[src/rtl/bounce_count_ctrl.sv]
`default_nettype none
// ============================================================================
// Module   : bounce_count_ctrl
// Brief    : Two-requester round-robin arbiter owning a shared 0->LIM->0
//            bounce counter that runs NP round trips per granted job.
// Revision : 1.0 - initial release
// ============================================================================
module bounce_count_ctrl #(
    parameter int W   = 4,
    parameter int NPW = 4
) (
    input  logic           CLK,
    input  logic           R,
    input  logic [1:0]     REQ,
    input  logic [W-1:0]   LIM0,
    input  logic [W-1:0]   LIM1,
    input  logic [NPW-1:0] NP0,
    input  logic [NPW-1:0] NP1,
    input  logic           ABT,
    output logic [1:0]     GNT,
    output logic           BUSY,
    output logic [W-1:0]   O,
    output logic           DIR,
    output logic [1:0]     DONE
);

    typedef enum logic [1:0] {
        S_IDLE   = 2'd0,
        S_UP     = 2'd1,
        S_DOWN   = 2'd2,
        S_FINISH = 2'd3
    } state_t;

    state_t         r_state;
    logic [W-1:0]   r_o;
    logic           r_dir;
    logic [1:0]     r_gnt;
    logic           r_busy;
    logic [1:0]     r_done;
    logic           r_pri;
    logic           r_gidx;
    logic [W-1:0]   r_lim;
    logic [NPW-1:0] r_rem;

    logic           w_gidx;
    logic [1:0]     w_gnt_onehot;
    logic [W-1:0]   w_lim_sel;
    logic [NPW-1:0] w_np_sel;
    logic [W-1:0]   w_o_inc;
    logic [W-1:0]   w_o_dec;

    // Pointer requester wins if requesting, otherwise the other one.
    always_comb begin
        w_gidx       = REQ[r_pri] ? r_pri : ~r_pri;
        w_gnt_onehot = w_gidx ? 2'b10 : 2'b01;
        w_lim_sel    = w_gidx ? LIM1 : LIM0;
        w_np_sel     = w_gidx ? NP1 : NP0;
        w_o_inc      = r_o + W'(1);
        w_o_dec      = r_o - W'(1);
    end

    always_ff @(posedge CLK) begin
        if (R) begin
            r_state <= S_IDLE;
            r_o     <= '0;
            r_dir   <= 1'b0;
            r_gnt   <= 2'b00;
            r_busy  <= 1'b0;
            r_done  <= 2'b00;
            r_pri   <= 1'b0;
            r_gidx  <= 1'b0;
            r_lim   <= '0;
            r_rem   <= '0;
        end else begin
            case (r_state)
                S_IDLE: begin
                    r_o    <= '0;
                    r_dir  <= 1'b0;
                    r_done <= 2'b00;
                    if (|REQ) begin
                        r_gidx <= w_gidx;
                        r_gnt  <= w_gnt_onehot;
                        r_busy <= 1'b1;
                        r_lim  <= w_lim_sel;
                        r_rem  <= w_np_sel;
                        if ((w_lim_sel == '0) || (w_np_sel == '0)) begin
                            r_state <= S_FINISH;
                            r_done  <= w_gnt_onehot;
                        end else begin
                            r_state <= S_UP;
                        end
                    end
                end
                S_UP: begin
                    if (ABT) begin
                        r_state <= S_FINISH;
                        r_o     <= '0;
                        r_dir   <= 1'b0;
                        r_done  <= r_gnt;
                    end else begin
                        r_o <= w_o_inc;
                        if (w_o_inc == r_lim) begin
                            r_state <= S_DOWN;
                            r_dir   <= 1'b1;
                        end
                    end
                end
                S_DOWN: begin
                    if (ABT) begin
                        r_state <= S_FINISH;
                        r_o     <= '0;
                        r_dir   <= 1'b0;
                        r_done  <= r_gnt;
                    end else begin
                        r_o <= w_o_dec;
                        if (w_o_dec == '0) begin
                            r_rem <= r_rem - NPW'(1);
                            r_dir <= 1'b0;
                            if (r_rem == NPW'(1)) begin
                                r_state <= S_FINISH;
                                r_done  <= r_gnt;
                            end else begin
                                r_state <= S_UP;
                            end
                        end
                    end
                end
                S_FINISH: begin
                    r_state <= S_IDLE;
                    r_pri   <= ~r_gidx;
                    r_gnt   <= 2'b00;
                    r_busy  <= 1'b0;
                    r_done  <= 2'b00;
                    r_o     <= '0;
                    r_dir   <= 1'b0;
                end
                default: begin
                    r_state <= S_IDLE;
                end
            endcase
        end
    end

    assign GNT  = r_gnt;
    assign BUSY = r_busy;
    assign O    = r_o;
    assign DIR  = r_dir;
    assign DONE = r_done;

endmodule
`default_nettype wire

[config.mk]
export PLATFORM = sky130hd
export DESIGN_NAME = bounce_count_ctrl
export DESIGN_NICKNAME = d
export VERILOG_FILES = /design/src/rtl/bounce_count_ctrl.sv
export SDC_FILE = /design/constraint.sdc
export NUM_CORES = 1
export LEC_CHECK = 0
export BUFFER_PORTS_ARGS = -buffer_cell sky130_fd_sc_hd__buf_2
export CORE_MARGIN = 2
export CORE_UTILIZATION = 48
export DETAILED_ROUTE_END_ITERATION = 6
export GPL_TIMING_DRIVEN = 0
export PLACE_DENSITY = 0.71
export SYNTH_ARGS = -nofsm -noshare
export SYNTH_HDL_FRONTEND = slang
export SYNTH_SLANG_ARGS = --single-unit
[constraint.sdc]
create_clock -name CLK -period 2.32 [get_ports CLK]
set_input_delay 0.58 -clock CLK [delete_from_list [all_inputs] [get_ports CLK]]
set_output_delay 0.58 -clock CLK [all_outputs]
set_load 0.05 [all_outputs]
-- Word-level counts from Yosys, hierarchy flattened
Index checks and enable logic that the tools add are counted.
- bits in registers: 22
- bits in latches: 0
- memory bits (writable): 0
- ROM bits: 0
- input bits: 21
- logic and storage cells: 80
- memories: 0
- $add $sub $neg: 3
- multipliers: 0
- divide/modulo/power cells: 0
- magnitude comparators: 1
- equal/unequal tests: 12
- shift operators: 0
- muxes and demuxes: 37
- bitwise operators: 2
- reduce and logical (&&, ||, !) cells: 15
- operator list (operator ; count):
    2-to-1 mux 2 bit ; 15
    2-to-1 mux 4 bit ; 7
    case mux 2 bit (4 select lines) ; 2
    logical NOT 4 bit ; 3
    case mux 4 bit (3 select lines) ; 1
    != test 3 bit, second input constant ; 3
    2-to-1 mux 1 bit ; 8
    != test 2 bit, second input constant ; 4
    case mux 4 bit (2 select lines) ; 1
    subtractor 4 x 1 -> 4 bit, second input constant ; 2
    AND reduction 2 bit ; 3
    AND reduction 3 bit ; 2
    adder 4 x 1 -> 4 bit, second input constant ; 1
    == test 2 bit, second input constant ; 2
    == test 4 x 1 -> 1 bit, second input constant ; 1
    == test 4 bit ; 1
    case mux 2 bit (2 select lines) ; 1
    AND reduction 4 bit ; 1
    nonzero test 2 bit ; 2
    OR reduction 2 bit ; 2
    case mux 1 bit (3 select lines) ; 1
    == test 2 x 1 -> 1 bit, second input constant ; 1
    logical NOT 2 bit ; 1
    less-than comparator 1 x 2 -> 1 bit, second input constant ; 1
    3 further kinds ; 4

-- Logic depth before layout (Yosys ltp)
Gate-level depths: netlist of the first run.
- word-level depth: 9
- mapped depth: 9
- gate-level depth less buffers: 7

-- Worst setup path after synthesis of the first run
Ideal clock, no wire load.
- path kind: register -> register
- from: register r_o[1] (netlist: O[1])
- to: register r_done[1] (netlist: DONE[1])
- arrival: 2.082 ns
- data required time: 2.234 ns
- slack: 0.152 ns
- stages on the path, launching flop included: 9
- path buffers: 1
- cells stage by stage: dfxtp_1 > buf_2 > inv_1 > ha_1 > nor3b_2 > a31oi_4 > o31ai_2 > nor2_1 > a211oi_1
- cells in the longest elaborated chain, start to end: 4
- RTL lines (item ; line ; text):
    start, declared ; 35 ; logic [W-1:0] r_o;
    start signal, assigned ; 101 ; r_o <= w_o_inc;
    start signal, assigned ; 115 ; r_o <= w_o_dec;
    subtractor 4 x 1 -> 4 bit ; 59 ; w_o_dec = r_o - W'(1);
    logical NOT 4 bit ; 116 ; if (w_o_dec == '0) begin
    != test 3 bit (no line) ; -- ;
    AND reduction 3 bit (no line) ; -- ;
    end signal, assigned ; 88 ; r_done <= w_gnt_onehot;
    end signal, assigned ; 113 ; r_done <= r_gnt;
    end signal, assigned ; 121 ; r_done <= r_gnt;
    end, declared ; 39 ; logic [1:0] r_done;
Every way passes these cells.
A chain may end at the register's enable or synchronous reset.

-- Worst setup path in the final report of the first run
- from: register r_o[0] (netlist: O[0])
- to: register r_done[0] (netlist: DONE[0])
Same word-level chain as after synthesis.

==> results.yml, run 1 <==
synthesis:
  synthDistinctLibCells: 56
  yosysWarningCount: 0
  synthArstFlopShare: 0
  synth_seq_cells: 22
  syn_area_um2: 1610
  yosysSeqAreaShare: 0.274
  synth_edf_count: 0
  synth_area_per_cell_um2: 8.57
  syn_inst: 188
  synth_nets: 218
  synth_ff_type: "dfxtp_1"
floorplanning:
  core_area_um2: 3280
  die_h_um: 61.9
  row_count: 21
  initial_core_util: 0.490
  dieArea_um2: 3830
  dieWidth_um: 61.9
  io_pins: 31
power_and_ir_drop:
  powerDensity_nw_per_um2: 851
  p_total_mw: 1.58
  vdd_ir_drop_max_uv: 465
  leakagePower_nw: 0.748
detailed_routing:
  routedWlPerCell_um: 12.8
  viasPerCell: 5.41
  wl_um: 3440
  num_vias: 1450
  drt_iter0_markers: 62
  drt-pass1-iter-count: 4
  antenna_left: 0
  post-route-drc-count: 0
timing:
  hold_violations: 0
  min_period_ns: 2.08
  grt_setup_unrepaired: "false"
  skew_ns: 0.00127
  final.period_utilization: 0.895
  slew_violations: 0
  tns_ns: 0
  tightest_slew_ns: 0.562
  fmax_mhz: 482
  setup_viol: 0
  maxSlewHeadroom: 0.625
critical_path:
  critPathArrivalTime_ns: 2.30
  worstRegToRegCells: 8
  r2r_start: "O[0]"
  critPathKind: "reg2reg"
  ff2ff_setup_slack_ns: 0.24
  cp-startpoint: "O[0]"
  required_ns: 2.54
  timing.rr.end: "DONE[0]"
  critPathMaxFanout: 8
  end_kind: "flip-flop"
  start_kind: "flip-flop"
  critPathCapture: "DONE[0]"
clock_network:
  cts_resized: 0
  cts_made_buffers: 3
  clockBufferDepth: 2
  hold_buffers: 0
  insertion_delay_ns: 0.31
  cts_root_buf: "clkbuf_4"
  cts.sinks: 22
  htreeDepth: 1
  post_cts_buffers: 0
  cts.clk_slew.worst_paths_ns: 0.12
  cts_tree: "built"
cells_and_area:
  area_delta_synth_final_pct: 15.2
  diodes: 0
  final_area_um2: 1850
  fill_cells: 322
  final_nets: 253
  layout-drive-gt1-share: 0.275
global_route:
  grt_max_degree: 13
  grt-ovfl-total: 0
  antenna_found_initial: 0
  grt.total_usage: 0.197
  grt_pass1_vias: 1261
  grt_pass1_wl_um: 5560
worst_hold_path:
  whs_path_depth: 2
  hold_class: "reg2reg"
place:
  gp_congestion: 0.810
  hpwl_um: 2730
  post_dp_cell_area_um2: 1820
  portBuffers: 30
outcome:
  status: "finished clean"
flow_run:
  maxCapViolCount: 0
-- final cells by class --
| class | instances | area, um^2 | share of cell area |
|---|---|---|---|
| plain buffers | 12 | 80.1 | 0.0432 |
| clock buffers | 4 | 36.3 | 0.0196 |
| inverters | 10 | 37.5 | 0.0202 |
| multi-input cells | 144 | 1050 | 0.567 |
| flip-flops and latches | 22 | 440 | 0.238 |
| well taps | 46 | 57.6 | 0.0310 |
| repair buffers | 30 | 150 | 0.0810 |
-- flip-flops by register name (all words and copies together) (netlist names) --
name     count
r_pri        1
r_rem        4
r_gidx       1
DONE         2
r_state      2
O            4
GNT          2
BUSY         1
r_lim        4
DIR          1
-- cell families after synthesis --
family,synth area share
buffers and inverters,0.0730
xor gates and xnor gates,0.0373
adders and majority gates,0.0699
DFF,0.274
and+or+nand+nor,0.250
AOI/OAI and AO/OA,0.263
muxes,0.0334
-- routing by layer --
| metal | global-route usage | up-vias | part of all wire |
|---|---|---|---|
| li1 | - | 758 | - |
| met1 | 0.263 | 662 | 0.47 |
| met2 | 0.320 | 26 | 0.48 |
| met3 | 0.0207 | 4 | 0.036 |
| met4 | 0.0881 | 0 | 0.015 |
| met5 | 0 | - | 0 |
-- power by group --
group / leakage (nW) / switching, mW / internal [mW]
combinational: 0.546 / 0.496 / 0.330
clock: 0.0210 / 0.118 / 0.0959
sequential: 0.181 / 0.0738 / 0.464
-- worst min-delay path by stage --
stage                 from      to  slack, ns
floorplan           r_gidx  r_gidx       0.45
global placement    r_gidx  r_gidx       0.46
detailed placement  r_gidx  r_gidx       0.47
CTS                 r_gidx  r_gidx       0.49
global route        r_gidx  r_gidx       0.51
finish              r_gidx  r_gidx       0.48
-- per-stage QoR --
| step | hold slack [ns] | utilization | std cells | setup slack, ns |
|---|---|---|---|---|
| global route | 0.507 | 0.565 | 268 | 0.0783 |
| CTS | 0.485 | 0.565 | 268 | 0.199 |
| finish | 0.483 | 0.565 | 268 | 0.244 |
| global placement | 0.462 | 0.554 | 264 | 0.284 |
| floorplan | 0.450 | - | 188 | 0.152 |
| detailed placement | 0.465 | 0.554 | 264 | 0.251 |
-- cell usage after synthesis (5+ instances only) --
cell      number  area (um^2)
a21oi_1        9         45.0
a311oi_1       5         43.8
dfxtp_1       22          440
ha_1           9          113
inv_1          9         33.8
nand2_1       11         41.3
nand2b_1       6         37.5
nand3_1        7         35.0
nor2_1        21         78.8
nor2b_1        6         37.5
nor3_1         5         25.0
nor4_1         5         31.3
-- worst max-delay path: stages, from the launching register on --
cell and delay (ns):
dfxtp_1 0.42, buf_6 0.16, inv_1 0.04, ha_1 0.23, nor3b_2 0.23, a31oi_4 0.15, o31ai_2 0.42, nor2_1 0.08
a211oi_1 0.24
-- cell usage in the layout (no fill, tap or decap), types with 4 or more instances in the layout --
| cell | synthesis | routed |
|---|---|---|
| a211oi_1 | 4 | 4 |
| xnor2_1 | 4 | 4 |
| a311oi_1 | 5 | 5 |
| inv_1 | 9 | 9 |
| nand2_1 | 11 | 11 |
| dfxtp_1 | 22 | 22 |
| nor2_1 | 21 | 21 |
| nand3_1 | 7 | 7 |
| ha_1 | 9 | 9 |
| nor3_1 | 5 | 5 |
| nand2b_1 | 6 | 6 |
| nor2b_1 | 6 | 6 |
| a21oi_1 | 9 | 9 |
| buf_2 | 4 | 34 |
| nor4_1 | 5 | 5 |
Note: power is estimated with default switching activity, not from simulation.
==> run 2, diff against run 1 <==
Settings changed: ABC_AREA from default to 1.
==> run 2 against run 1 <==
Compared with the run above:
- register-to-register slack improved by 0.30 ns
- highest routed layer unchanged
- final cell count is 17% higher
- non-clock buffer count down 11
- utilization up 2.1 points
- clock power up 45%
- area after synthesis shrank 5.8%
- clock-buffer cell count fell by 1
- flip-flop and latch count did not move
- fmax grew 17%
- clock skew is 0.011 ns higher
- sequential power up 13%
==> results.yml, run 2 <==
critical_path:
  start_kind: "flip-flop"
  required_ns: 2.57
  critPathKind: "reg2reg"
  critPathMaxFanout: 8
  critPathArrivalTime_ns: 2.02
  end_kind: "flip-flop"
floorplanning:
  core_area_um2: 3030
  initial_core_util: 0.501
  dieWidth_um: 60.2
  io_pins: 31
  die_h_um: 60.2
  row_count: 20
  dieArea_um2: 3620
synthesis:
  synthDistinctLibCells: 25
  synth_top_cell_by_area: "dfxtp_1"
  synth_edf_count: 0
  synth_nets: 266
  synth_area_per_cell_um2: 6.43
  syn_inst: 236
  synth_compound_area_frac: 0.137
  synthTopCellsByCount: "nand2_1 (65), inv_1 (30), nand3_1 (27), dfxtp_1 (22)"
  syn_area_um2: 1520
  synth_ff_type: "dfxtp_1"
  yosys.area_share.simple: 0.398
  synth_top_family_by_area: "simple AND/OR/NAND/NOR gates"
  synth_seq_cells: 22
  synthAdderAreaFrac: 0.0743
  synth_area_leaders: "dfxtp_1 (29%), nand2_1 (16%), nand3_1 (8.9%)"
  synth_mux_area_frac: 0
  synth_xor_area_frac: 0.0116
  synthArstFlopShare: 0
  yosysSeqAreaShare: 0.290
  yosysTopAreaCellShare: 0.290
  yosysWarningCount: 0
  synth_most_common_cell: "nand2_1"
detailed_routing:
  antenna_left: 0
  viasPerCell: 4.98
  post-route-drc-count: 0
  routedWlPerCell_um: 11.1
  wl_um: 3480
  num_vias: 1563
  drt_iter0_markers: 41
  drt-pass1-iter-count: 4
clock_network:
  cts.clk_slew.worst_paths_ns: 0.14
  cts_root_buf: "clkbuf_4"
  clockBufferDepth: 2
  htreeDepth: 1
  cts_tree: "built"
  cts.sinks: 22
  cts_made_buffers: 3
  cts_resized: 0
  insertion_delay_ns: 0.34
  hold_buffers: 0
  post_cts_buffers: 0
cells_and_area:
  regArea_um2: 440
  final_common_cell: "nand2_1"
  layout-drive-gt1-share: 0.215
  area_delta_synth_final_pct: 17.0
  diodes: 0
  layout_common_cells: "nand2_1 (65), inv_1 (30), buf_2 (30), nand3_1 (27), dfxtp_1 (22)"
  stdcell_count: 314
  multiInputGateArea_um2: 941
  fill_cells: 321
  final_nets: 301
place:
  gp_congestion: 0.806
  dpl.cell_count: 310
  portBuffers: 30
  hpwl_um: 2760
  place_ws_ns: 0.537
global_route:
  grt.total_usage: 0.223
  antenna_found_initial: 0
  grt-ovfl-total: 0
  grt_max_degree: 14
  grt_pass1_wl_um: 6040
  grt_pass1_vias: 1479
power_and_ir_drop:
  leakagePower_nw: 0.899
  p_total_mw: 2.09
  vdd_ir_drop_max_uv: 625
  powerDensity_nw_per_um2: 1180
timing:
  fmax_mhz: 564
  setup_viol: 0
  tns_ns: 0
  grt_setup_unrepaired: "false"
  tightest_slew_ns: 0.538
  slew_violations: 0
  maxSlewHeadroom: 0.641
  skew_ns: 0.0118
  layout_setup_ws_ns: 0.548
  final.period_utilization: 0.764
  min_period_ns: 1.77
  hold_violations: 0
worst_hold_path:
  hold_class: "reg2reg"
flow_run:
  maxCapViolCount: 0
outcome:
  status: "finished clean"
==> run 2: metrics by stage <==
step | hold slack [ns] | area [um^2] | utilization
after floorplan | 0.400 | 1520 | -
after global placement | 0.416 | 1720 | 0.569
after detailed placement | 0.427 | 1720 | 0.569
after CTS | 0.446 | 1770 | 0.586
after global routing | 0.472 | 1770 | 0.586
final | 0.439 | 1770 | 0.586
==> run 2: worst max-delay path, stage by stage, from the launching register on <==
cell and delay [ns]:
dfxtp_1 0.52, inv_2 0.08, ha_1 0.36, xnor2_1 0.15, nand2_1 0.06, nor2_1 0.09, nand2_1 0.08, nand2_2 0.10
nand2_2 0.07, a21oi_1 0.12, nor2_1 0.05
==> run 2: routing by layer <==
layer / vias up / track usage / share of wire
li1: 832 / - / -
met1: 697 / 0.253 / 0.47
met2: 26 / 0.416 / 0.48
met3: 8 / 0.0260 / 0.032
met4: 0 / 0.0857 / 0.021
met5: - / 0 / 0
==> run 2: cell families (layout without fill, tap and decap cells) <==
kind of cell / count (synthesis) / after routing
DFF: 22 / 22
adders and majority gates: 9 / 9
xor gates and xnor gates: 2 / 2
and+or+nand+nor: 131 / 131
AOI/OAI and AO/OA: 36 / 36
buffers and inverters: 36 / 70
==> run 2: path summary, 6_finish.rpt <==
check               from    endpoint  slack [ns]  cells after the start
hold reg to reg   r_gidx       r_pri        0.44                      1
setup reg to reg    O[0]  r_state[1]        0.55                     10
setup / recovery    O[0]  r_state[1]        0.55                     10
hold / removal    r_gidx       r_pri        0.44                      1
==> run 2: layout make-up <==
type,count,area share
multi-input combinational,178,0.530
sequential,22,0.248
timing repair buffer,30,0.0846
inverter,35,0.0740
tap,44,0.0310
clock inverter,1,0.0169
clock buffer,3,0.0127
buffer,1,0.00212
==> run 2: report_power, final <==
| group | total, mW | switching (mW) | internal [mW] | leakage [nW] |
|---|---|---|---|---|
| combinational | 1.17 | 0.791 | 0.380 | 0.690 |
| sequential | 0.606 | 0.101 | 0.504 | 0.181 |
| clock | 0.311 | 0.136 | 0.175 | 0.0279 |
| total | 2.09 | 1.03 | 1.06 | 0.899 |
==> run 3, diff against run 2 <==
Settings changed: ABC_AREA 1 to 0.
Clock period 2.32 ns to 1.75 ns, I/O delays scaled along.
==> run 3 against run 2 <==
Compared with the run above:
- global-route usage fell by 0.43 points
- die area rose by 5.8%
- hold slack got worse by 0.079 ns
- flip-flop and latch count did not move
- design area rose by 19%
- wire length rose by 11%
- worst setup slack got worse by 0.54 ns
- critical endpoint is now r_state[0]
- combinational power rose by 16%
- utilization rose by 5.6 points
- fmax rose by 1.5%
- highest routed layer unchanged
==> results.yml, run 3 (same netlist as run 1, synthesis figures left out) <==
detailed_routing:
  viasPerCell: 5.45
  dr_wl_met3_um: 111
  wl_met2_um: 1990
  routedWlPerCell_um: 13.8
  dr.max_layer_used: "met4"
  post-route-drc-count: 0
  num_vias: 1532
  wl_um: 3880
  drt-pass1-iter-count: 4
  antenna_left: 0
  drt_iter0_markers: 64
  m1WireLength_um: 1730
critical_path:
  end_kind: "flip-flop"
  critPathArrivalTime_ns: 1.96
  timing.rr.end: "r_state[0]"
  r2r_start: "O[1]"
  critPathKind: "reg2reg"
  start_kind: "flip-flop"
  critPathMaxFanout: 4
  critPathCapture: "r_state[0]"
  worstRegToRegCells: 8
  cp-startpoint: "O[1]"
  ff2ff_setup_slack_ns: 0.004
  required_ns: 1.97
clock_network:
  cts_made_buffers: 3
  cts.clk_slew.worst_paths_ns: 0.12
  insertion_delay_ns: 0.31
  clockBufferDepth: 2
  cts.sinks: 22
  cts_tree: "built"
  htreeDepth: 1
  cts_root_buf: "clkbuf_4"
  hold_buffers: 0
cells_and_area:
  stdcell_count: 281
  area_delta_synth_final_pct: 30.9
  layout-drive-gt1-share: 0.434
  diodes: 0
  final_area_um2: 2110
  final_nets: 266
  utilization: 0.642
  layout_common_cells: "buf_2 (32), nor2_1 (20), buf_4 (17), dfxtp_1 (16)"
  final_common_cell: "buf_2"
floorplanning:
  io_pins: 31
  die_h_um: 61.9
  dieWidth_um: 61.9
  row_count: 21
  core_area_um2: 3280
  dieArea_um2: 3830
  initial_core_util: 0.490
timing:
  tns_ns: 0
  maxSlewHeadroom: 0.617
  fmax_mhz: 573
  final.period_utilization: 0.998
  hold_violations: 0
  tightest_slew_ns: 0.575
  layout_setup_ws_ns: 0.00360
  hold_slack_ns: 0.361
  slew_violations: 0
  min_period_ns: 1.75
  setup_viol: 0
  grt_setup_unrepaired: "true"
  skew_ns: 0.00502
place:
  place_ws_ns: -0.145
  portBuffers: 30
  gp_congestion: 0.809
  post_dp_cell_area_um2: 1860
  hpwl_um: 2820
  dpl.cell_count: 264
power_and_ir_drop:
  p_total_mw: 2.37
  leakagePower_nw: 0.836
  vdd_ir_drop_max_uv: 710
  powerDensity_nw_per_um2: 1130
flow_run:
  maxCapViolCount: 0
global_route:
  grt_max_degree: 13
  grt.total_usage: 0.218
  antenna_found_initial: 0
  grt_pass1_wl_um: 6200
  grt_pass1_vias: 1418
  grt-ovfl-total: 0
worst_hold_path:
  hold_class: "in2reg"
outcome:
  status: "finished clean"
## run 3: how the worst min path moves through the flow
stage                     startpoint  endpoint  slack [ns]  cells past startpoint
after floorplan               r_gidx    r_gidx        0.45                      2
after global placement        r_gidx    r_gidx        0.46                      2
after detailed placement      r_gidx    r_gidx        0.47                      2
after CTS                        ABT      O[0]        0.35                      2
after global routing               R      O[0]        0.36                      2
final                              R      O[0]        0.36                      2
## run 3: cell type report
type	instances	area [um^2]
multi-input combinational	144	1180
fill	307	1180
sequential	22	455
timing repair buffer	46	270
buffer	9	63.8
tap	46	57.6
inverter	10	45.0
clock buffer	4	36.3
## run 3: layer usage
layer / up-vias / GRT usage
met1: 725 / 0.271
li1: 778 / -
met2: 25 / 0.391
met4: 0 / 0.0729
met3: 4 / 0.0248
met5: - / 0
## run 3: power breakdown
group	leakage, nW	internal [mW]	switching (mW)
combinational	0.630	0.607	0.757
sequential	0.184	0.624	0.104
clock	0.0210	0.127	0.154
total	0.836	1.36	1.02
## run 3: worst max-delay path: stages, from the launching register on
cell	delay (ns)
dfxtp_4	0.37
buf_6	0.10
inv_4	0.04
ha_4	0.28
xnor2_2	0.11
nand2_2	0.09
o31ai_4	0.30
a31oi_1	0.13
a311oi_1	0.24
## run 3: timing repair
item,4_1_cts,5_1_grt
endpoints found under the setup margin,10,17
pin swaps,12,14
resized for setup,17,15
buffers inserted,13,5
